`config.mk`:
```
export PLATFORM = sky130hd
export DESIGN_NAME = mem_stage
export DESIGN_NICKNAME = d
export VERILOG_FILES = /design/src/rtl/mem_stage_pkg.sv /design/src/rtl/mem_load_align.sv /design/src/rtl/mem_stage.sv
export SDC_FILE = /design/constraint.sdc
export NUM_CORES = 1
export LEC_CHECK = 0
export BUFFER_PORTS_ARGS = -buffer_cell sky130_fd_sc_hd__buf_2
export CAP_MARGIN = 20
export CORE_AREA = 2 2 153 155
export CTS_CLUSTER_SIZE = 25
export DETAILED_ROUTE_END_ITERATION = 6
export DIE_AREA = 0 0 155 157
export GPL_TIMING_DRIVEN = 0
export PLACE_DENSITY = 0.71
export SLEW_MARGIN = 20
export SYNTH_ARGS = -nofsm -noshare
export SYNTH_HDL_FRONTEND = slang
export SYNTH_HIERARCHICAL = 1
export SYNTH_SLANG_ARGS = --single-unit
```
`constraint.sdc`:
```
create_clock -name clk -period 5.55 [get_ports clk]
set_input_delay 0.555 -clock clk [delete_from_list [all_inputs] [get_ports clk]]
set_output_delay 0.555 -clock clk [all_outputs]
set_load 0.01 [all_outputs]
```
`src/rtl/mem_stage_pkg.sv`:
```
// rtl/mem_stage_pkg.sv - shared pipeline types for the MEM stage
package mem_stage_pkg;

    typedef enum logic [2:0] {
        LD_NONE = 3'd0,
        LD_LB   = 3'd1,
        LD_LBU  = 3'd2,
        LD_LH   = 3'd3,
        LD_LHU  = 3'd4,
        LD_LW   = 3'd5
    } load_op_t;

    typedef enum logic [1:0] {
        CACHE_EMPTY      = 2'd0,
        CACHE_ICACHE_INV = 2'd1,
        CACHE_DCACHE_WB  = 2'd2,
        CACHE_DCACHE_INV = 2'd3
    } cache_op_t;

    typedef struct packed {
        logic tlbp;
        logic tlbr;
        logic tlbwi;
    } tlb_op_t;

    typedef struct packed {
        logic        ex;
        logic [4:0]  excode;
        logic [31:0] badvaddr;
    } exception_t;

    typedef struct packed {
        logic        valid;
        load_op_t    load_op;
        logic [2:0]  c0_op;
        logic [7:0]  c0_addr;
        logic        req_ok;
        logic        res_from_mem;
        logic        res_to_mem;
        logic        rf_we;
        logic [4:0]  dest;
        logic [31:0] result;
        logic [31:0] pc;
        exception_t  exception;
        logic [31:0] phy_addr;
        tlb_op_t     tlb_op;
        cache_op_t   cache_op;
    } pms_to_ms_bus_t;

    typedef struct packed {
        logic        valid;
        logic        rf_we;
        logic [4:0]  dest;
        logic [31:0] final_result;
        logic [31:0] pc;
        logic [2:0]  c0_op;
        logic [7:0]  c0_addr;
        exception_t  exception;
        tlb_op_t     tlb_op;
        cache_op_t   cache_op;
    } ms_to_ws_bus_t;

    typedef struct packed {
        logic        op_mfc0;
        logic        load_pending;
        logic        op_tlb_cache;
        logic [4:0]  dest;
        logic [31:0] final_result;
    } ms_forward_bus_t;

    typedef struct packed {
        logic        flush;
        logic [31:0] new_pc;
    } pipeline_flush_t;

endpackage

```
`src/rtl/mem_load_align.sv`:
```
// rtl/mem_load_align.sv - byte/half/word extraction of load data
module mem_load_align
    import mem_stage_pkg::*;
(
    input  load_op_t    load_op,
    input  logic [1:0]  addr_lo,
    input  logic [31:0] raw_data,
    input  logic [31:0] result,
    output logic [31:0] final_result
);

    logic [7:0]  byte_sel;
    logic [15:0] half_sel;

    // pick the addressed lane, then extend according to the load type
    always_comb begin
        case (addr_lo)
            2'd0:    byte_sel = raw_data[7:0];
            2'd1:    byte_sel = raw_data[15:8];
            2'd2:    byte_sel = raw_data[23:16];
            default: byte_sel = raw_data[31:24];
        endcase
        half_sel = addr_lo[1] ? raw_data[31:16] : raw_data[15:0];

        final_result = result;
        case (load_op)
            LD_LB:   final_result = {{24{byte_sel[7]}}, byte_sel};
            LD_LBU:  final_result = {24'h0, byte_sel};
            LD_LH:   final_result = {{16{half_sel[15]}}, half_sel};
            LD_LHU:  final_result = {16'h0, half_sel};
            LD_LW:   final_result = raw_data;
            default: final_result = result;
        endcase
    end

endmodule

```
`src/rtl/mem_stage.sv`:
```
// rtl/mem_stage.sv - MEM pipeline stage with response buffering and flush cancellation
module mem_stage
    import mem_stage_pkg::*;
#(
    parameter int CANCEL_W = 2
)
(
    input  logic            clk,
    input  logic            reset,
    input  logic            ws_allowin,
    output logic            ms_allowin,
    input  pms_to_ms_bus_t  pms_to_ms_bus,
    output ms_to_ws_bus_t   ms_to_ws_bus,
    output ms_forward_bus_t ms_forward_bus,
    input  pipeline_flush_t pipeline_flush,
    output logic            ms_wr_disable,
    input  logic            data_data_ok,
    input  logic [31:0]     data_rdata
);

    localparam logic [CANCEL_W:0] CANCEL_MAX = (CANCEL_W+1)'((1 << CANCEL_W) - 1);

    logic                ms_valid;
    pms_to_ms_bus_t      bus_r;
    logic                buf_valid;
    logic [31:0]         rdata_buf;
    logic [CANCEL_W-1:0] cancel_cnt;

    logic                data_ok_live;
    logic                ms_ready_go;
    logic                waiting;
    logic                inc_cur;
    logic                inc_new;
    logic                dec;
    logic [CANCEL_W:0]   cnt_sum;
    logic [31:0]         raw_data;
    logic [31:0]         final_result;
    logic                unused_bits;

    // responses owed to flushed accesses are swallowed before any live one
    assign data_ok_live = data_data_ok && (cancel_cnt == '0);
    assign ms_ready_go  = !bus_r.req_ok || data_ok_live || buf_valid;
    assign ms_allowin   = !ms_valid || (ms_ready_go && ws_allowin);
    assign waiting      = ms_valid && bus_r.req_ok && !buf_valid;
    assign raw_data     = buf_valid ? rdata_buf : data_rdata;

    // count accesses whose responses will arrive after a flush kills them
    always_comb begin
        inc_cur = pipeline_flush.flush && waiting && !data_ok_live;
        inc_new = pipeline_flush.flush && pms_to_ms_bus.valid && pms_to_ms_bus.req_ok && ms_allowin;
        dec     = data_data_ok && (cancel_cnt != '0);
        cnt_sum = {1'b0, cancel_cnt} + (CANCEL_W+1)'(inc_cur) + (CANCEL_W+1)'(inc_new)
                - (CANCEL_W+1)'(dec);
    end

    // stage valid and payload register
    always_ff @(posedge clk) begin
        if (reset) begin
            ms_valid <= 1'b0;
            bus_r    <= '0;
        end else begin
            if (pipeline_flush.flush) begin
                ms_valid <= 1'b0;
            end else if (ms_allowin) begin
                ms_valid <= pms_to_ms_bus.valid;
            end
            if (pms_to_ms_bus.valid && ms_allowin) begin
                bus_r <= pms_to_ms_bus;
            end
        end
    end

    // hold a response that arrived while WB was stalled
    always_ff @(posedge clk) begin
        if (reset) begin
            buf_valid <= 1'b0;
            rdata_buf <= '0;
        end else if (pipeline_flush.flush || ms_allowin) begin
            buf_valid <= 1'b0;
        end else if (waiting && data_ok_live && !ws_allowin) begin
            buf_valid <= 1'b1;
            rdata_buf <= data_rdata;
        end
    end

    // outstanding-cancel counter; must never wrap
    always_ff @(posedge clk) begin
        if (reset) begin
            cancel_cnt <= '0;
        end else begin
            assert (cnt_sum <= CANCEL_MAX);
            cancel_cnt <= cnt_sum[CANCEL_W-1:0];
        end
    end

    mem_load_align u_load_align (
        .load_op      (bus_r.load_op),
        .addr_lo      (bus_r.result[1:0]),
        .raw_data     (raw_data),
        .result       (bus_r.result),
        .final_result (final_result)
    );

    // WB payload, forwarding and hazard outputs
    always_comb begin
        ms_to_ws_bus              = '0;
        ms_to_ws_bus.valid        = ms_valid && ms_ready_go;
        ms_to_ws_bus.rf_we        = bus_r.rf_we;
        ms_to_ws_bus.dest         = bus_r.dest;
        ms_to_ws_bus.final_result = final_result;
        ms_to_ws_bus.pc           = bus_r.pc;
        ms_to_ws_bus.c0_op        = bus_r.c0_op;
        ms_to_ws_bus.c0_addr      = bus_r.c0_addr;
        ms_to_ws_bus.exception    = bus_r.exception;
        ms_to_ws_bus.tlb_op       = bus_r.tlb_op;
        ms_to_ws_bus.cache_op     = bus_r.cache_op;

        ms_forward_bus              = '0;
        ms_forward_bus.dest         = bus_r.dest & {5{ms_valid && bus_r.rf_we}};
        ms_forward_bus.load_pending = ms_valid && bus_r.res_from_mem && !ms_ready_go;
        ms_forward_bus.op_mfc0      = ms_valid && bus_r.c0_op[2];
        ms_forward_bus.op_tlb_cache = ms_valid && ((|bus_r.tlb_op) || (bus_r.cache_op != CACHE_EMPTY));
        ms_forward_bus.final_result = final_result;

        ms_wr_disable = ms_valid && bus_r.exception.ex;
    end

    assign unused_bits = ^{bus_r.valid, bus_r.res_to_mem, bus_r.phy_addr, pipeline_flush.new_pc};

endmodule

```
==> summary.md <==
| Metric | Value |
|---|---|
| Status | `completed` |
| Critical path class | `reg -> out` |
| Reg-to-reg endpoint | `cancel_cnt[1]` |
| Final critical path time including I/O delays and setup | `about 4.5 ns` |
| Setup Slack @ Placement | `roughly 1.6 ns` |
| Post-synthesis cell type count | `44` |
| Detailed-route DRC error count | `0` |
| Seq/Total Area, Yosys | `0.327` |
| Async set-reset flop share out of synthesis | `0` |
| Clock tree from TritonCTS | `done` |
| IO buf count | `between 300 and 400` |
| Area Growth Syn to Fin | `25.7%` |
| Worst flop-to-flop path startpoint | `buf_valid` |
| Cts bufs inserted | `17` |
| Total via count after detailed routing | `a little over 9000` |
| ANT nets after route | `0` |
| Headroom to the max-slew limit | `0.349` |
| Setup slack of the worst register-to-register path | `around 2.7 ns` |
| Top post-synthesis cells by area | `sky130_fd_sc_hd__dfxtp_1 33%, sky130_fd_sc_hd__nand2b_1 16%, sky130_fd_sc_hd__mux2i_1 14%` |
| Vias per cell | `roughly 5.2` |
| Count of H-tree levels built during CTS | `4` |
| CP Buf/Inv Count | `6` |
| Die height | `around 160 um` |
| Transition time of the tightest slew-check pin | `0.952 ns` |
| Clock net sink count | `~170` |
| Violation count after the first detailed-routing iteration | `513` |
| Std-Cell Rows | `55` |
| Endpoint of the worst hold path | `ms_to_ws_bus[22]` |
| Slowest stage cell, crit path | `sky130_fd_sc_hd__clkbuf_1` |
| Maximum single-stage delay on the critical path | `between 0.5 and 0.6 ns` |
| Hold-critical path depth | `3` |
| # nets final | `around 1700` |
| Data arrival time of the critical path | `3.92 ns` |
| Share of layout cells above drive strength 1 | `0.373` |
| Number of max-cap violations | `0` |
| Static leakage | `a little under 6 nW` |
| Area of the mapped netlist | `just over 10000 um2` |
| Maximum frequency from static timing analysis | `0.223 GHz` |
| Hold path startpoint | `pms_to_ms_bus[54]` |
| Clock slew at reported path FFs | `0.07 ns` |
| Unrepaired setup endpoints after global routing | `false` |
| Worst EP required | `4.99 ns` |
| Via count of the first global-routing pass | `slightly below 9000` |
| Critical Path Start | `buf_valid` |
| CTS root buffer | `sky130_fd_sc_hd__clkbuf_16` |
| Later-pin clock latency in the skew report | `0.43 ns` |
| Post-Syn Instances | `approximately 1100` |
| Commonest non-fill, non-tap cell in the layout | `sky130_fd_sc_hd__buf_2` |
| Top_reg_cell synth | `sky130_fd_sc_hd__dfxtp_1` |
| GRT Residual Overflow | `0` |
| Maximum number of pins on one net before global-route repair | `17` |
| Number of enable-type register cells in the synthesized netlist | `0` |
| Worst setup SP type | `flip-flop` |
| First-pass GRT wire length | `about 48000 um` |
| Resized Gates After CTS | `0` |
| Horizontal die dimension | `between 150 and 200 um` |
| CP max FO | `10` |
| Count of endpoints failing setup in the final report | `0` |
| Final hold violations | `0` |
| Initial cell density of the core | `0.449` |
| Area share of the leading cell type in the synthesized netlist | `0.327` |
| Biggest area consumer among synthesized cells | `sky130_fd_sc_hd__dfxtp_1` |
| Final Worst Setup Slack | `approximately 1.1 ns` |
| Dominant delay contributor by cell family on the critical path | `buffers and inverters` |
| Number of setup buffers added after CTS | `0` |
| Endpoint kind of the worst setup timing path | `output port` |
| Type of the tightest min-delay check | `in -> reg` |
| Setup TNS | `0 ns` |
| Final weighted congestion of routability-driven global placement | `approximately 0.92` |
| Clock Skews | `0.00930 ns` |
| Maximum count of clock buffers along a single path | `2` |
| Routed Wire Length | `31300 um` |
| Die footprint | `24300 um2` |
| Iteration count of the initial detailed-routing pass | `7` |
| Avg WL per Cell | `between 15 and 20 um` |
| Avg Synthesized Cell Area | `between 9 and 10 um2` |
| All-Layer GR Usage | `0.250` |
| Power per cell area | `268 nW/um2` |
| Post-DP HPWL | `approximately 24000 um` |
| Critical path cell sequence | `clkbuf_1 > clkbuf_1 > mux2_2 > mux4_2 > and4b_4 > buf_6 > a21o_4 > buf_6 > a221o_1 > buf_4 > buf_2` |
| Net Count, Synth | `about 1300` |
| Hold Buf Count CTS | `0` |
| Worst Reg2Reg Path Length in Cells | `10` |
| Number of pins with negative max-slew slack in the final report | `0` |
| Number of synthesized register bits | `approximately 170` |
| Most frequent cells in the layout | `336 x sky130_fd_sc_hd__buf_2, 259 x sky130_fd_sc_hd__nand2b_1, 165 x sky130_fd_sc_hd__dfxtp_1, 145 x sky130_fd_sc_hd__mux2i_1, 127 x sky130_fd_sc_hd__buf_4` |
| Share of the cycle needed by the critical path after routing | `0.806` |
| Top Ports | `399` |
| Core footprint | `around 23000 um2` |
| Peak supply drop | `0.181 mV` |
| Antenna violations before repair | `3` |
| Synthesis warning total | `6` |
-- per-layer routing --
| metal | track usage | wire [um] | part of all wire | vias up |
|---|---|---|---|---|
| met5 | 0 | 21 | 0.00067 | - |
| met4 | 0.102 | 1060 | 0.034 | 4 |
| met3 | 0.0669 | 2530 | 0.081 | 63 |
| met2 | 0.422 | 15100 | 0.48 | 405 |
| met1 | 0.301 | 12600 | 0.40 | 4243 |
| li1 | - | - | - | 4402 |
-- layout make-up --
cell class	count	area, um2
Tap cell	285	357
Clock inverter	13	149
Antenna cell	1	2.50
Buffer	220	1410
Timing Repair Buffer	331	1660
Clock buffer	19	433
Inverter	6	22.5
Sequential cell	165	3300
Fill cell	2063	9810
Multi-Input combinational cell	707	5360
-- logic make-up (layout without fill, tap and decap cells) --
group           Yosys count  after routing  share of synthesized area
fa+ha+maj                 2              2                    0.00322
other cells               0              1                          0
flops                   165            165                      0.327
compound gates          138            138                      0.102
simple gates            380            380                      0.224
buf+inv                 226            589                      0.142
mux                     185            185                      0.199
xor+xnor                  2              2                    0.00173
-- through the flow --
step | hold WS [ns] | instance area, um2 | util | cells | total power (W)
4_1_cts | 0.357 | 12700 | 0.564 | 1746 | 0.00341
3_3_place_gp | 0.446 | 12100 | 0.538 | 1714 | 0.00220
2_1_floorplan | 0.441 | 10100 | - | 1098 | 0.00189
5_1_grt | 0.377 | 12700 | 0.564 | 1747 | 0.00355
3_5_place_dp | 0.458 | 12100 | 0.538 | 1714 | 0.00221
6_report | 0.371 | 12700 | 0.564 | 1747 | 0.00340
-- Yosys cell counts, drive strengths merged, types with 2 or more instances --
cell type / number
xor2: 2
nor3b: 2
mux2i: 145
dfxtp: 165
and2: 6
a221o: 16
o31ai: 32
nor2b: 6
clkbuf: 71
nor3: 18
o21ai: 2
nand2b: 259
nand2: 15
mux4: 8
mux2: 32
nor2: 28
buf: 149
a22o: 8
o2bb2ai: 8
a21oi: 43
inv: 6
a221oi: 7
a2111oi: 16
o21a: 2
nand4: 32
and3: 7
-- worst max-delay path by stage --
stage                         to  depth (start not counted)
2_1_floorplan  ms_to_ws_bus[102]                         10
3_3_place_gp   ms_to_ws_bus[112]                         11
3_5_place_dp   ms_to_ws_bus[112]                         11
4_1_cts        ms_to_ws_bus[112]                         11
5_1_grt        ms_to_ws_bus[103]                         11
6_report       ms_to_ws_bus[112]                         11
-- worst reg2reg max path, cell delays in order, from the launching register on --
cell	delay [ns]
sky130_fd_sc_hd__dfxtp_1	0.31
sky130_fd_sc_hd__clkbuf_1	0.38
sky130_fd_sc_hd__nor2b_1	0.10
sky130_fd_sc_hd__clkbuf_1	0.24
sky130_fd_sc_hd__a311oi_2	0.51
sky130_fd_sc_hd__buf_2	0.44
sky130_fd_sc_hd__and3_1	0.24
sky130_fd_sc_hd__fa_1	0.19
sky130_fd_sc_hd__xor2_1	0.17
sky130_fd_sc_hd__and2_1	0.14
sky130_fd_sc_hd__nor3_1	0.04
-- state kept, by name, indices dropped and copies added (netlist names) --
name          flops
rdata_buf        32
cancel_cnt        2
ms_valid          1
ms_to_ws_bus     92
bus_r            37
buf_valid         1
-- report_power, final --
group          switching [W]  leakage (nW)  internal [W]
clock network       0.000534         0.274      0.000672
registers          0.0000502          1.35       0.00126
logic               0.000474          4.28      0.000413
total                0.00106          5.91       0.00234
No activity file was read; power rests on OpenSTA's default activity.
